==> config.mk <==
export PLATFORM = sky130hd
export DESIGN_NAME = qspi_ddr_rx
export DESIGN_NICKNAME = d
export VERILOG_FILES = /design/src/rtl/qspi_ddr_rx.sv
export SDC_FILE = /design/constraint.sdc
export NUM_CORES = 1
export LEC_CHECK = 0
export CORE_UTILIZATION = 51
export CTS_CLUSTER_DIAMETER = 50
export DETAILED_ROUTE_END_ITERATION = 6
export PLACE_DENSITY_LB_ADDON = 0.15
export SLEW_MARGIN = 20
export SYNTH_ARGS = -nofsm -noshare
export SYNTH_HDL_FRONTEND = slang
export SYNTH_SLANG_ARGS = --single-unit
==> constraint.sdc <==
create_clock -name i_clk -period 1.9 [get_ports i_clk]
set_input_delay 0.285 -clock i_clk [delete_from_list [all_inputs] [get_ports i_clk]]
set_output_delay 0.285 -clock i_clk [all_outputs]
set_load 0.05 [all_outputs]
==> src/rtl/qspi_ddr_rx.sv <==
// qspi_ddr_rx: receive side of a quad-SPI DDR read burst.
// Skips a programmable number of dummy cycles, then assembles bytes from
// the input-DDR nibble pair into 32-bit words, MSB-first, one strobe per word.
module qspi_ddr_rx #(
    parameter int OPT_SKEW = 0,
    parameter int LGLEN    = 8
) (
    input  logic             i_clk,
    input  logic             i_reset,
    input  logic             i_start,
    input  logic [LGLEN-1:0] i_len,
    input  logic [3:0]       i_dummy,
    input  logic             i_abort,
    input  logic             i_ce,
    input  logic [7:0]       i_dat,
    output logic             o_busy,
    output logic             o_stb,
    output logic [31:0]      o_word,
    output logic             o_done
);

    typedef enum logic [1:0] {
        IDLE  = 2'd0,
        DUMMY = 2'd1,
        DATA  = 2'd2
    } state_t;

    localparam logic [LGLEN-1:0] ONE_WORD = LGLEN'(1);

    state_t           r_state;
    state_t           w_next;
    logic [LGLEN-1:0] r_words;
    logic [3:0]       r_dummy;
    logic [3:0]       r_nib;
    logic [1:0]       r_bcnt;
    logic [23:0]      r_sreg;
    logic [31:0]      r_word;
    logic             r_stb;
    logic             r_done;

    logic [7:0]       w_byte;
    logic             w_start_ok;
    logic             w_dummy_end;
    logic             w_word_end;

    // With skew, the rising nibble of this cycle completes the byte begun
    // on the previous enabled cycle's falling edge.
    always_comb begin
        w_byte      = (OPT_SKEW != 0) ? {r_nib, i_dat[7:4]} : i_dat;
        w_start_ok  = (r_state == IDLE) && i_start && !i_abort;
        w_dummy_end = (r_state == DUMMY) && i_ce && !i_abort && (r_dummy == 4'd1);
        w_word_end  = (r_state == DATA) && i_ce && !i_abort && (r_bcnt == 2'd3);
    end

    // Next-state logic: abort wins over everything except reset.
    always_comb begin
        w_next = r_state;
        case (r_state)
            IDLE: begin
                if (w_start_ok) begin
                    if (i_dummy != 4'd0)
                        w_next = DUMMY;
                    else if (i_len != '0)
                        w_next = DATA;
                end
            end
            DUMMY: begin
                if (i_abort)
                    w_next = IDLE;
                else if (w_dummy_end)
                    w_next = (r_words == '0) ? IDLE : DATA;
            end
            DATA: begin
                if (i_abort)
                    w_next = IDLE;
                else if (w_word_end && (r_words == ONE_WORD))
                    w_next = IDLE;
            end
            default: w_next = IDLE;
        endcase
    end

    // State register plus counters, nibble hold, shift register and outputs.
    always_ff @(posedge i_clk) begin
        if (i_reset) begin
            r_state <= IDLE;
            r_words <= '0;
            r_dummy <= 4'd0;
            r_nib   <= 4'd0;
            r_bcnt  <= 2'd0;
            r_sreg  <= 24'd0;
            r_word  <= 32'd0;
            r_stb   <= 1'b0;
            r_done  <= 1'b0;
        end else begin
            r_state <= w_next;
            r_stb   <= 1'b0;
            r_done  <= 1'b0;
            if (r_state == IDLE) begin
                if (w_start_ok) begin
                    r_words <= i_len;
                    r_dummy <= i_dummy;
                    r_nib   <= 4'd0;
                    r_bcnt  <= 2'd0;
                    if ((i_dummy == 4'd0) && (i_len == '0))
                        r_done <= 1'b1;
                end
            end else if (i_abort) begin
                r_words <= '0;
                r_dummy <= 4'd0;
                r_bcnt  <= 2'd0;
            end else if (i_ce) begin
                r_nib <= i_dat[3:0];
                if (r_state == DUMMY) begin
                    r_dummy <= r_dummy - 4'd1;
                    if (w_dummy_end && (r_words == '0))
                        r_done <= 1'b1;
                end else begin
                    r_sreg <= {r_sreg[15:0], w_byte};
                    r_bcnt <= r_bcnt + 2'd1;
                    if (w_word_end) begin
                        r_word  <= {r_sreg, w_byte};
                        r_stb   <= 1'b1;
                        r_words <= r_words - ONE_WORD;
                        if (r_words == ONE_WORD)
                            r_done <= 1'b1;
                    end
                end
            end
        end
    end

    // Strobes are masked while reset is held so they can never overlap it.
    always_comb begin
        o_busy = (r_state != IDLE);
        o_stb  = r_stb && !i_reset;
        o_done = r_done && !i_reset;
        o_word = r_word;
    end

endmodule

==> results.md <==
- Flop2flop setup slack: 0.09 ns
- Remaining antenna violation count after routing: 0
- Total GRT Usage: 25.5%
- Flop pwr share: 50.2%
- Setup crit start kind: flop
- Sw Share: 25.4%
- Drt drc: 0
- Critical-path top delay cell: or4b_2
- Critical path capture point type: flop
- Post-Synth XOR/XNOR Area: 0%
- Final Hold Vio Count: 0
- Iteration-0 DRC Markers: around 150
- Post-Route WL: 7550 um
- M1 GR Usage: approximately 32%
- Initial antenna violation count: 0
- Largest net degree at the start of global routing: 33
- Remaining Overflow, GRT: 0
- Worst-Skew Late Latency: 0.35 ns
- Clock share of power: 39.4%
- Area grow syn2layout: 31.8%
- Post_cts resized: 0
- Reg2reg start: r_words[1]
- Reg2reg path depth: 6
- Adder-cell share of the synthesized area: 2.41%
- Crit path time final: 1.81 ns
- Starting density of the core: 52.6%
- Count leader, synth: nand2_1
- Synthesized-area fraction occupied by and/or/nand/nor cells: between 20% and 30%
- Drt pass-1 iters: 4
- Most frequent cells after synthesis: nand2_1, dfxtp_1, a21oi_1, clkbuf_1, nor2_1
- Post-Syn Area per Cell: 7.93 sq um
- Synth Area in Compound Gates: 21.7%
- Switching power: ~0.00081 W
- Worst Path Required: between 2 and 2.5 ns
- Number of synthesized flops with an enable pin: 0
- Hold Crit Endpoint: o_word[15]
- Setup WS pre-CTS: -0.103 ns
- Final Cycle Share: 95.3%
- Int Pwr: 0.00237 W
- Worst Hold Depth: 2
- Global routing usage on met3: under 10%
- IO Pins: 60
- Status: completed
- GP Congestion: 0.905
- Skew final: 0.00898 ns
- Delay of the slowest critical-path stage: 0.62 ns
- Max Root-Sink Buffers: 2
- Setup Crit Path Kind: reg2reg
- Core ar.: between 5000 and 6000 sq um
- Number of CTS-inserted buffers: 9
- Setup TNS: 0 ns
- Die H: 80.2 um
- VDD IR max: 0.473 mV
- Syn Inst Count: between 300 and 400
- Leakage power: 1.43 nW
- Post-Syn Area: about 3100 sq um
- Clk root buf: clkbuf_8
- Yosys warning total: 0
- Hold_sp: i_reset
- H-Tree Depth: 3
- Vias: around 2900
- Die X: 80.2 um
- Share of the yosys chip area belonging to registers: 47.6%
- Power per cell area: 774 nW/um^2
- Die area: between 6000 and 7000 sq um
- CTS Sinks: 74
- First-pass GRT wire length: between 10000 and 15000 um
- Finished Layout Cells: roughly 540
- Hold Slack: 0.304 ns
- Met2 Usage GRT: 42.0%
- Tightest Pin Transition: 0.584 ns
- Largest area contributor in the netlist: dfxtp_1
- Max-cap violation count: 0
- Cts hold-fix bufs: 0
- Core Rows: 28
- RSZ-0062 raised after global routing: false
- Endpoints failing setup: 0
- Worst-path cell chain: inv_1 > ha_1 > or4b_2 > o21ai_0 > nand2_1 > a32o_1
- Final #Nets: 494
- Diodes inserted: 0
- Main combinational cell family by area after synthesis: simple AND/OR/NAND/NOR gates
- Arr. time, crit path: approximately 2 ns
- Top cells by area, synth: dfxtp_1, nand2_1, a21oi_1
- Dpl hpwl: 5260 um
- Port-buffer cells: 59
- Setup Buffers After CTS: 0
- Fin worst setup slack: roughly 0.090 ns
- TritonCTS clock tree: built
- Highest clock rate: 552 MHz
- Vias in the first global route: 2740
- DR vias/cell: 5.43
- Placed insts: 527
- Syn Nets: 424
- Final Max Tran Viols: 0
- Worst Hold Class: in2reg
- GRT busiest layer: met2
- Mux contribution to synthesized area: 0%
- Worst-path clk slew: roughly 0.09 ns
- Slew HR: 61.0%
- Fraction of layout cells with a size suffix above 1: 11.8%
- WL per Instance: 13.9 um
- Async S/R FF share, synth: 0%
- Synth top area share: 47.6%
- Gate power share: between 10% and 20%
- Synth Register Bits: 74
- R2r endpoint: r_words[6]
- Primary FF master, synth: dfxtp_1
- Synth unique cells: 44
- Critical path peak fanout: 4
-- worst max path at each step --
stage	from	end	slack (ns)	depth (start not counted)
after CTS	o_word[8]	o_word[8]	0.08	1
after global routing	r_words[1]	r_words[6]	0.02	6
after global placement	i_dummy[2]	r_done	-0.07	6
after detailed placement	i_abort	r_words[7]	-0.10	6
after floorplan	r_words[0]	r_words[6]	0.15	6
final	r_words[1]	r_words[6]	0.09	6
-- sequential cells by signal, indices dropped and copies added (netlist names) --
signal / cells
o_word: 32
r_sreg: 24
r_words: 8
r_dummy: 4
r_bcnt: 2
r_state: 2
r_done: 1
r_stb: 1
-- power groups by stage --
stage	registers (W)	clock network, W	logic (W)
2_1_floorplan	0.00162	0	0.000191
3_3_place_gp	0.00163	0	0.000318
3_5_place_dp	0.00163	0	0.000325
4_1_cts	0.00160	0.00127	0.000327
5_1_grt	0.00160	0.00135	0.000359
6_report	0.00160	0.00125	0.000329
-- routing by layer --
metal	part of all wire (%)	up-vias
met5	0	-
met4	1.8	0
met3	3.5	12
met2	49	67
met1	46	1382
li1	-	1485
-- worst max-delay path: cells and delay by family (launching register included) --
| family | cells | cell delay [ns] |
|---|---|---|
| buf+inv | 1 | 0.11 |
| compound gates | 2 | 0.42 |
| flops | 1 | 0.31 |
| simple gates | 2 | 0.69 |
| fa+ha+maj | 1 | 0.18 |
-- kinds of logic after synthesis --
family	after synthesis
simple gates	170
buf+inv	35
fa+ha+maj	6
flops	74
compound gates	108
-- cell type report --
type	instances	area, sq um
Tap cell	75	93.8
Sequential cell	74	1480
Clock buffer	10	138
Fill cell	499	1820
Multi-Input combinational cell	284	1490
Timing Repair Buffer	84	803
Inverter	10	37.5
Clock inverter	6	63.8
-- metrics by stage --
stage	total power [W]	cell area, sq um	util [%]
after floorplan	0.00181	3120	-
after global placement	0.00195	3900	65.9
after detailed placement	0.00196	3900	65.9
after CTS	0.00319	4110	69.3
after global routing	0.00331	4110	69.3
final	0.00318	4110	69.3
-- cell usage in the layout (no fill, tap or decap), types with 2 or more instances in the layout --
cell	count
a31oi_1	2
o21ai_0	7
clkdlybuf4s50_1	55
a22o_1	2
clkinv_2	2
o21ba_2	2
nand2_1	117
a21oi_1	68
nand3_1	5
nor3_1	6
o21bai_1	2
and2_1	4
ha_1	6
clkinvlp_4	2
nor4_1	2
nand2b_1	3
buf_12	3
o31ai_1	2
inv_1	9
or4_1	3
a221oi_1	2
clkbuf_8	10
nor2b_1	4
nand3b_1	2
a32o_1	8
buf_4	25
a211oi_1	3
nor2_1	17
dfxtp_1	74
Power figures use the tool's default switching activity.
